**src/rtl/riscv_ctrl_pkg.sv**
```systemverilog
// Shared RISC-V control encodings: ALU control codes, opcodes, controller
// states and datapath select values.
package riscv_ctrl_pkg;

  typedef enum logic [2:0] {
    ADD = 3'd0,
    SUB = 3'd1,
    AND = 3'd2,
    OR  = 3'd3,
    SLT = 3'd5
  } alu_ctrl_t;

  localparam logic [6:0] OP_LW  = 7'b0000011;
  localparam logic [6:0] OP_SW  = 7'b0100011;
  localparam logic [6:0] OP_R   = 7'b0110011;
  localparam logic [6:0] OP_I   = 7'b0010011;
  localparam logic [6:0] OP_BEQ = 7'b1100011;
  localparam logic [6:0] OP_JAL = 7'b1101111;

  typedef enum logic [3:0] {
    FETCH    = 4'd0,
    DECODE   = 4'd1,
    MEMADR   = 4'd2,
    MEMREAD  = 4'd3,
    MEMWB    = 4'd4,
    MEMWRITE = 4'd5,
    EXECUTER = 4'd6,
    EXECUTEI = 4'd7,
    ALUWB    = 4'd8,
    JAL      = 4'd9,
    BEQ      = 4'd10,
    ERROR    = 4'd11
  } state_t;

  localparam logic [1:0] SRCA_PC    = 2'b00;
  localparam logic [1:0] SRCA_OLDPC = 2'b01;
  localparam logic [1:0] SRCA_A     = 2'b10;

  localparam logic [1:0] SRCB_WD    = 2'b00;
  localparam logic [1:0] SRCB_IMM   = 2'b01;
  localparam logic [1:0] SRCB_4     = 2'b10;

  localparam logic [1:0] RES_ALUOUT = 2'b00;
  localparam logic [1:0] RES_DATA   = 2'b01;
  localparam logic [1:0] RES_ALU    = 2'b10;

  localparam logic [1:0] IMM_I      = 2'b00;
  localparam logic [1:0] IMM_S      = 2'b01;
  localparam logic [1:0] IMM_B      = 2'b10;
  localparam logic [1:0] IMM_J      = 2'b11;

  localparam logic [1:0] ALUOP_ADD   = 2'b00;
  localparam logic [1:0] ALUOP_SUB   = 2'b01;
  localparam logic [1:0] ALUOP_FUNCT = 2'b10;

endpackage

```
**src/rtl/multicycle_control_if.sv**
```systemverilog
// Controller <-> datapath bundle: instruction fields and zero flag in,
// selects and write enables out. master = controller side.
interface multicycle_control_if;
  logic [6:0] op;
  logic [2:0] funct3;
  logic       funct7b5;
  logic       zero;
  logic [2:0] alu_control;
  logic [1:0] alu_src_a;
  logic [1:0] alu_src_b;
  logic [1:0] result_src;
  logic [1:0] imm_src;
  logic       adr_src;
  logic       ir_write;
  logic       reg_write;
  logic       mem_write;
  logic       pc_write;
  logic       instr_done;
  logic       illegal;

  modport master (
    input  op, funct3, funct7b5, zero,
    output alu_control, alu_src_a, alu_src_b, result_src, imm_src,
           adr_src, ir_write, reg_write, mem_write, pc_write, instr_done, illegal
  );

  modport slave (
    output op, funct3, funct7b5, zero,
    input  alu_control, alu_src_a, alu_src_b, result_src, imm_src,
           adr_src, ir_write, reg_write, mem_write, pc_write, instr_done, illegal
  );
endinterface

```
**src/rtl/multicycle_control_alu_decoder.sv**
```systemverilog
// Combinational ALU decoder shared by the single-cycle and multicycle cores.
module alu_decoder
  import riscv_ctrl_pkg::*;
(
  input  logic [1:0] alu_op,
  input  logic [2:0] funct3,
  input  logic       funct7b5,
  input  logic       op5,
  output alu_ctrl_t  alu_control
);

  always_comb begin
    alu_control = ADD;
    case (alu_op)
      ALUOP_ADD: alu_control = ADD;
      ALUOP_SUB: alu_control = SUB;
      ALUOP_FUNCT: begin
        case (funct3)
          // funct7b5 only means SUB for R-type; addi with a negative imm sets it too
          3'b000:  alu_control = (op5 & funct7b5) ? SUB : ADD;
          3'b010:  alu_control = SLT;
          3'b110:  alu_control = OR;
          3'b111:  alu_control = AND;
          default: alu_control = ADD;
        endcase
      end
      default: alu_control = ADD;
    endcase
  end

endmodule

```
**src/rtl/multicycle_control.sv**
```systemverilog
// Multicycle RISC-V controller: FETCH/DECODE/EXECUTE/MEM/WB sequencing,
// datapath selects, write enables and ALU control.
module multicycle_control
  import riscv_ctrl_pkg::*;
#(
  parameter bit ILLEGAL_TRAP = 1'b0
) (
  input logic                  clk,
  input logic                  reset,
  multicycle_control_if.master bus
);

  state_t    state, state_nxt;
  logic [1:0] alu_op;
  logic      pc_update, branch, irw, rw, mw, done;
  alu_ctrl_t alu_ctl;

  always_ff @(posedge clk or posedge reset) begin
    if (reset) state <= FETCH;
    else       state <= state_nxt;
  end

  always_comb begin
    state_nxt      = FETCH;
    alu_op         = ALUOP_ADD;
    bus.alu_src_a  = SRCA_PC;
    bus.alu_src_b  = SRCB_WD;
    bus.result_src = RES_ALUOUT;
    bus.adr_src    = 1'b0;
    bus.illegal    = 1'b0;
    irw            = 1'b0;
    rw             = 1'b0;
    mw             = 1'b0;
    pc_update      = 1'b0;
    branch         = 1'b0;
    done           = 1'b0;
    case (state)
      FETCH: begin
        irw = 1'b1; pc_update = 1'b1;
        bus.alu_src_b = SRCB_4; bus.result_src = RES_ALU;
        state_nxt = DECODE;
      end
      DECODE: begin
        bus.alu_src_a = SRCA_OLDPC; bus.alu_src_b = SRCB_IMM;
        case (bus.op)
          OP_LW, OP_SW: state_nxt = MEMADR;
          OP_R:         state_nxt = EXECUTER;
          OP_I:         state_nxt = EXECUTEI;
          OP_BEQ:       state_nxt = BEQ;
          OP_JAL:       state_nxt = JAL;
          default: begin
            if (ILLEGAL_TRAP) state_nxt = ERROR;
            else begin state_nxt = FETCH; done = 1'b1; end
          end
        endcase
      end
      MEMADR: begin
        bus.alu_src_a = SRCA_A; bus.alu_src_b = SRCB_IMM;
        state_nxt = (bus.op == OP_SW) ? MEMWRITE : MEMREAD;
      end
      MEMREAD:  begin bus.adr_src = 1'b1; state_nxt = MEMWB; end
      MEMWB:    begin bus.result_src = RES_DATA; rw = 1'b1; done = 1'b1; end
      MEMWRITE: begin bus.adr_src = 1'b1; mw = 1'b1; done = 1'b1; end
      EXECUTER: begin
        bus.alu_src_a = SRCA_A; alu_op = ALUOP_FUNCT; state_nxt = ALUWB;
      end
      EXECUTEI: begin
        bus.alu_src_a = SRCA_A; bus.alu_src_b = SRCB_IMM; alu_op = ALUOP_FUNCT;
        state_nxt = ALUWB;
      end
      ALUWB: begin rw = 1'b1; done = 1'b1; end
      // rd <- PC+4 computed from OldPC while the target (in ALUOut) loads the PC
      JAL: begin
        bus.alu_src_a = SRCA_OLDPC; bus.alu_src_b = SRCB_4; pc_update = 1'b1;
        state_nxt = ALUWB;
      end
      BEQ: begin
        bus.alu_src_a = SRCA_A; alu_op = ALUOP_SUB; branch = 1'b1; done = 1'b1;
      end
      ERROR: begin bus.illegal = 1'b1; state_nxt = ERROR; end
      default: state_nxt = FETCH;
    endcase
  end

  always_comb begin
    case (bus.op)
      OP_SW:   bus.imm_src = IMM_S;
      OP_BEQ:  bus.imm_src = IMM_B;
      OP_JAL:  bus.imm_src = IMM_J;
      default: bus.imm_src = IMM_I;
    endcase
  end

  alu_decoder u_alu_dec (
    .alu_op      (alu_op),
    .funct3      (bus.funct3),
    .funct7b5    (bus.funct7b5),
    .op5         (bus.op[5]),
    .alu_control (alu_ctl)
  );

  assign bus.alu_control = alu_ctl;

  // reset holds FETCH, whose enables must not leak out while reset is high
  assign bus.ir_write   = irw  & ~reset;
  assign bus.reg_write  = rw   & ~reset;
  assign bus.mem_write  = mw   & ~reset;
  assign bus.instr_done = done & ~reset;
  assign bus.pc_write   = (pc_update | (branch & bus.zero)) & ~reset;

endmodule

```
**src/flat_wrapper.sv**
```systemverilog
// flat-port wrapper written by rule: the top's interface ports become plain ports
module multicycle_control_flat import riscv_ctrl_pkg::*;
#(
  parameter bit ILLEGAL_TRAP = 1'b0
)
  (clk, reset, bus_op, bus_funct3, bus_funct7b5, bus_zero, bus_alu_control, bus_alu_src_a, bus_alu_src_b, bus_result_src, bus_imm_src, bus_adr_src, bus_ir_write, bus_reg_write, bus_mem_write, bus_pc_write, bus_instr_done, bus_illegal);
  multicycle_control_if bus_i ();
  input logic clk;
  input logic reset;
  input wire logic [$bits(bus_i.op)-1:0] bus_op;
  input wire logic [$bits(bus_i.funct3)-1:0] bus_funct3;
  input wire logic [$bits(bus_i.funct7b5)-1:0] bus_funct7b5;
  input wire logic [$bits(bus_i.zero)-1:0] bus_zero;
  output wire logic [$bits(bus_i.alu_control)-1:0] bus_alu_control;
  output wire logic [$bits(bus_i.alu_src_a)-1:0] bus_alu_src_a;
  output wire logic [$bits(bus_i.alu_src_b)-1:0] bus_alu_src_b;
  output wire logic [$bits(bus_i.result_src)-1:0] bus_result_src;
  output wire logic [$bits(bus_i.imm_src)-1:0] bus_imm_src;
  output wire logic [$bits(bus_i.adr_src)-1:0] bus_adr_src;
  output wire logic [$bits(bus_i.ir_write)-1:0] bus_ir_write;
  output wire logic [$bits(bus_i.reg_write)-1:0] bus_reg_write;
  output wire logic [$bits(bus_i.mem_write)-1:0] bus_mem_write;
  output wire logic [$bits(bus_i.pc_write)-1:0] bus_pc_write;
  output wire logic [$bits(bus_i.instr_done)-1:0] bus_instr_done;
  output wire logic [$bits(bus_i.illegal)-1:0] bus_illegal;
  assign bus_i.op = bus_op;
  assign bus_i.funct3 = bus_funct3;
  assign bus_i.funct7b5 = bus_funct7b5;
  assign bus_i.zero = bus_zero;
  assign bus_alu_control = bus_i.alu_control;
  assign bus_alu_src_a = bus_i.alu_src_a;
  assign bus_alu_src_b = bus_i.alu_src_b;
  assign bus_result_src = bus_i.result_src;
  assign bus_imm_src = bus_i.imm_src;
  assign bus_adr_src = bus_i.adr_src;
  assign bus_ir_write = bus_i.ir_write;
  assign bus_reg_write = bus_i.reg_write;
  assign bus_mem_write = bus_i.mem_write;
  assign bus_pc_write = bus_i.pc_write;
  assign bus_instr_done = bus_i.instr_done;
  assign bus_illegal = bus_i.illegal;
  multicycle_control #(.ILLEGAL_TRAP(ILLEGAL_TRAP)) u_core (.clk(clk), .reset(reset), .bus(bus_i));
endmodule
```
**config.mk**
```make
export PLATFORM = sky130hd
export DESIGN_NAME = multicycle_control_flat
export DESIGN_NICKNAME = d
export VERILOG_FILES = /design/src/rtl/riscv_ctrl_pkg.sv /design/src/rtl/multicycle_control_if.sv /design/src/rtl/multicycle_control_alu_decoder.sv /design/src/rtl/multicycle_control.sv /design/src/flat_wrapper.sv
export SDC_FILE = /design/constraint.sdc
export NUM_CORES = 1
export LEC_CHECK = 0
export BUFFER_PORTS_ARGS = -buffer_cell sky130_fd_sc_hd__buf_2
export CAP_MARGIN = 10
export CORE_AREA = 2 2 39 41
export CTS_BUF_LIST = sky130_fd_sc_hd__clkbuf_8
export CTS_CLUSTER_SIZE = 10
export DETAILED_ROUTE_END_ITERATION = 6
export DIE_AREA = 0 0 41 43
export PLACE_DENSITY_LB_ADDON = 0.12
export SYNTH_ARGS = -nofsm -noshare
export SYNTH_HDL_FRONTEND = slang
export SYNTH_SLANG_ARGS = --single-unit
export TNS_END_PERCENT = 20
```
**constraint.sdc**
```tcl
create_clock -name clk -period 3.32 [get_ports clk]
set_input_delay 0.166 -clock clk [delete_from_list [all_inputs] [get_ports clk]]
set_output_delay 0.166 -clock clk [all_outputs]
set_load 0.05 [all_outputs]
```
Yosys cells after proc, flatten, opt, wreduce, memory -nomap -nowiden
Index checks and enable logic that the tools add are counted.
Storage, ports and cells
  bits in registers: 4
Cells by class
  eq/ne operators: 22
  multiplexer cells: 20
  bitwise operators: 9
  reductions and logical operators: 13
Operators with widths (number)
  one-hot mux 4 bit (6 select lines): 1
  one-hot mux 4 bit (5 select lines): 1
  equality test 4 x 3 -> 1 bit, second input constant: 4
  equality test 4 bit, second input constant: 4
  one-hot mux 2 bit (2 select lines): 4
  equality test 7 x 6 -> 1 bit, second input constant: 2
  equality test 7 bit, second input constant: 2
  one-hot mux 3 bit (4 select lines): 1
  OR reduction 2 bit: 6
  two-way mux 1 bit: 9
  equality test 4 x 2 -> 1 bit, second input constant: 2
  OR reduction 4 bit: 2
  bitwise AND 1 bit: 7
  equality test 7 x 2 -> 1 bit, second input constant: 1
  equality test 7 x 5 -> 1 bit, second input constant: 1
  equality test 3 bit, second input constant: 2
  one-hot mux 2 bit (3 select lines): 1
  one-hot mux 3 bit (2 select lines): 1
  OR reduction 3 bit: 2
  OR reduction 6 bit: 1
  equality test 4 x 1 -> 1 bit, second input constant: 1
  zero test 4 bit: 1
  equality test 3 x 2 -> 1 bit, second input constant: 1
  zero test 3 bit: 1
  6 further kinds: 6

Depth between registers and ports, before layout
  depth in word-level cells: 5
  gate-level depth with buffers: 7
  mapped depth without buffers: 6

Modules after synthesis
A second synthesis with hierarchy kept.
Unflattened totals
  cells, all modules: 73
  area total of the unflattened synthesis: 564.3 sq um
Modules (own cells, without submodules)
  multicycle_control: times used 1, cells each 62, area each 467.9 sq um, sequential area each 100.1 sq um
  alu_decoder: times used 1, cells each 11, area each 96.3 sq um, sequential area each 0.0 sq um

Worst setup path before layout
OpenSTA, ideal clock, no wires.
  path type: flip-flop to output port
  start: register u_core.state[0]
  end: output bus_alu_control[2]
  arrival: 2.601 ns
  required time: 3.154 ns
  path slack: 0.553 ns
  stages on the path, launching flop included: 5
  cell sequence: dfrtp_1 > and4bb_4 > inv_1 > ha_1 > nor4_1
Between the ends
  cells in the longest elaborated chain, start to end: 5
  elaborated cells on any way between the ends: 8
  those cells by class: eq/ne: 5; mux: 2; reduce/logical: 1
RTL lines
  from (decl): RTL line multicycle_control.sv:13  | state_t state, state_nxt;
  from (signal assigned): RTL line multicycle_control.sv:20  | else state <= state_nxt;
  equality test 4 x 3 -> 1 bit: RTL line multicycle_control.sv:37  | case (state)
  OR reduction 2 bit (no line)
  one-hot mux 2 bit (2 select lines) *: RTL line multicycle_control.sv:37
  equality test 2 bit or equality test 2 x 1 -> 1 bit (tied branches): RTL line multicycle_control_alu_decoder.sv:14  | case (alu_op)
  one-hot mux 3 bit (2 select lines) *: RTL line multicycle_control_alu_decoder.sv:14
  to (decl): RTL line flat_wrapper.sv:14  | output wire logic [$bits(bus_i.alu_control)-1:0] bus_alu_control;
Mark *: on every way between the ends. The rest lies on a longest branch, timed or not.

Worst setup path after layout
Same ends and word-level chain as after synthesis.

==> summary.txt <==
Routing
  – WL per Instance: 12.7 um
  – 1st-iter DRT viols: 9
  – Routed Antenna Nets: 0
  – # DRC: 0
  – Vias per cell: 5.60
  – TritonRoute pass-1 iters: 4
  – Final wirelength: 1540 um
  – Via Count: 678

Worst setup path
  – CP arrival: 2070 ps
  – CP max stage delay: 540 ps
  – R2R Path End: u_core.state[0]
  – FF-to-FF setup slack: 1840 ps
  – Worst Setup Start Kind: flip-flop
  – Slowest cell on the critical path: dfrtp_1
  – Worst setup path endpoint: bus_alu_control[2]
  – CP startpoint: u_core.state[0]
  – Critical Path, Cell by Cell: and4bb_4, inv_1, ha_1, nor4_1, buf_2
  – R2R cell count: 3
  – Critical path type: flip-flop to output port
  – Worst setup EP type: output port
  – Crit Path Max Fanout: 15
  – Critical R2R Launch: u_core.state[2]
  – Worst EP required: 3150 ps

Die
  – Core area: 1380 sq um
  – DIE AREA: 1760 sq um
  – Ports: 32
  – Initial Util: 43.8%
  – Chip height: 43 um
  – Die W: 41 um
  – FP Rows: 14

Clocking
  – Number of setup buffers added after CTS: 0
  – # H-tree levels: 1
  – # clock sinks: 4
  – Post-CTS Resized: 0
  – CTS root buf: clkbuf_8
  – CTS tree: built
  – # hold bufs at CTS: 1
  – Clock Latency Late Sink: 220 ps
  – Clk buf depth: 2
  – Number of buffers created by CTS: 3
  – Worst-path clk slew: 30 ps

Logic synthesis
  – #FFs+latches synth: 4
  – Netlist cell types: 41
  – Synthesized Nets: 90
  – Mapped Avg Cell Area: 8.18 sq um
  – Yosys warns: 0
  – Post-Syn Instances: 74
  – Sequential area share after synthesis: 16.5%
  – Mapped cell area: 606 sq um

Finish
  – Max reg flops: 4
  – Largest reg by FF count: u_core.state
  – Biggest regs: u_core.state (4)
  – Share of layout cells above drive strength 1: 41.9%
  – Diode count: 0
  – Register Area: 100 sq um
  – Area growth syn-to-layout: 33.1%
  – Finished Core Util: 58.2%
  – # nets final: 123
  – Fill count: 137
  – Area of the multi-input gates: 457 sq um

Global route
  – First-pass GRT wire length: 2610 um
  – Overall Global Routing Usage: 21.1%
  – Vias in the first global route: 662
  – GRT overflow: 0
  – Antenna violations before repair: 0
  – Largest net degree at the start of global routing: 16

STA
  – Fmax: 447 MHz
  – Period utilization: 67.4%
  – Max_slew headroom: 67.2%
  – Final min period: 2240 ps
  – Setup Skew: 3.48 ps
  – Final Setup Violations: 0
  – Max-slew violations: 0
  – RSZ-0062 raised after global routing: no
  – Final WS setup: 1080 ps
  – Worst-Margin Slew: 492 ps
  – Setup TNS: 0 ps
  – Final Hold Viols: 0

Place
  – Global placement routability congestion: 0.786
  – Port Buffers: 31
  – DPL Wire Length: 1200 um
  – Post-Place Worst Slack: 1300 ps

Flow run
  – Maxcap violations: 0

Power
  – Pleak: 0.370 nW
  – Pwr Total: 0.533 mW
  – VDD IR max: 0.400 mV
  – Power per cell area: 662 nW/um^2

Hold path
  – Worst min-delay path category: primary input to flip-flop

Run status
  – Status: finished, final reports clean
-- how the worst min path moves through the flow --
stage                                  to  cells after the start      start  slack [ps]
after floorplan           u_core.state[0]                      1      reset         -60
after detailed placement  u_core.state[1]                      2      reset         130
final                     u_core.state[2]                      3  bus_op[4]         290
after global placement    u_core.state[1]                      2      reset         130
after CTS                 u_core.state[2]                      3  bus_op[4]         280
after global routing      u_core.state[2]                      3  bus_op[4]         310
-- worst max-delay path, delay by kind of cell (launching register included) --
family | cells | cell delay, ps
and+or+nand+nor | 2 | 640
DFF | 1 | 540
buffers and inverters | 2 | 360
adders and majority gates | 1 | 320
-- cells in the mapped netlist, drive strengths merged --
| cell type | number | share of area, % |
|---|---|---|
| inv | 6 | 3.7 |
| a211oi | 1 | 1.2 |
| xnor2 | 2 | 2.9 |
| nand4 | 2 | 2.1 |
| a21oi | 2 | 1.7 |
| nor4 | 3 | 3.1 |
| o21ai | 1 | 0.83 |
| nor2 | 4 | 2.5 |
| and2 | 2 | 2.1 |
| nor2b | 3 | 3.1 |
| and4bb | 1 | 2.7 |
| o21a | 2 | 2.5 |
| a2111oi | 1 | 2.5 |
| and3b | 1 | 1.4 |
| and4b | 1 | 1.7 |
| a22oi | 1 | 1.2 |
| o22a | 1 | 1.4 |
| or2 | 2 | 2.1 |
| a2111o | 1 | 1.9 |
| mux2 | 1 | 1.9 |
| a311o | 1 | 1.7 |
| nor3 | 7 | 6.6 |
| o22ai | 1 | 2.1 |
| o41ai | 1 | 2.7 |
| dfrtp | 4 | 17 |
| ha | 2 | 4.1 |
| o32ai | 1 | 1.4 |
| nor3b | 2 | 2.5 |
| nand2 | 3 | 1.9 |
| nand2b | 5 | 6.8 |
| xor2 | 1 | 1.4 |
| and3 | 2 | 2.9 |
| buf | 4 | 4.3 |
| a221o | 1 | 1.7 |
| a31oi | 1 | 1.0 |
-- metrics by stage --
step | cells | instance area [sq um] | hold slack [ps]
floorplan | 74 | 606 | -59.5
global placement | 117 | 754 | 126
detailed placement | 117 | 754 | 126
CTS | 121 | 806 | 283
global route | 121 | 806 | 310
finish | 121 | 806 | 288
-- routing by layer --
| layer | part of all wire [%] | wire length, um | global-route usage (%) |
|---|---|---|---|
| met1 | 43 | 657 | 25.7 |
| met2 | 52 | 800 | 34.1 |
| met3 | 5.2 | 80 | 3.14 |
| met4 | 0 | 0 | 10.0 |
| met5 | 0 | 0 | 0 |
-- power breakdown --
part / internal (mW) / leakage, nW / total, mW / switching [mW]
registers: 0.0577 / 0.0533 / 0.0962 / 0.0385
logic: 0.0908 / 0.295 / 0.335 / 0.244
clock network: 0.0772 / 0.0216 / 0.102 / 0.0247
total: 0.226 / 0.370 / 0.533 / 0.307
-- cells by family (layout without fill, tap and decap cells) --
group | count (synthesis) | count (layout) | synth area share, %
multiplexers | 1 | 1 | 1.86
adder cells (fa/ha/maj) | 2 | 2 | 4.13
AO/OA/AOI/OAI | 16 | 16 | 23.8
buffers and inverters | 10 | 41 | 8.06
XOR/XNOR | 3 | 3 | 4.34
flip-flops | 4 | 4 | 16.5
AND/OR/NAND/NOR | 38 | 38 | 41.3
-- layout make-up --
cell class | instances | area share [%]
repair buffers | 32 | 20.5
clock buffers | 3 | 5.12
inverters | 6 | 2.80
flip-flops and latches | 4 | 12.4
multi-input cells | 60 | 56.7
well taps | 16 | 2.48
-- layout by cell type (no fill, tap or decap), types with 3 or more instances in the layout --
cell type  count
nor2b_1        3
nand2b_1       3
nor2_1         4
buf_2         31
nor3_1         6
inv_1          6
nor4_1         3
clkbuf_8       3
dfrtp_1        4
nand2_1        3
No activity file was read; power rests on OpenSTA's default activity.
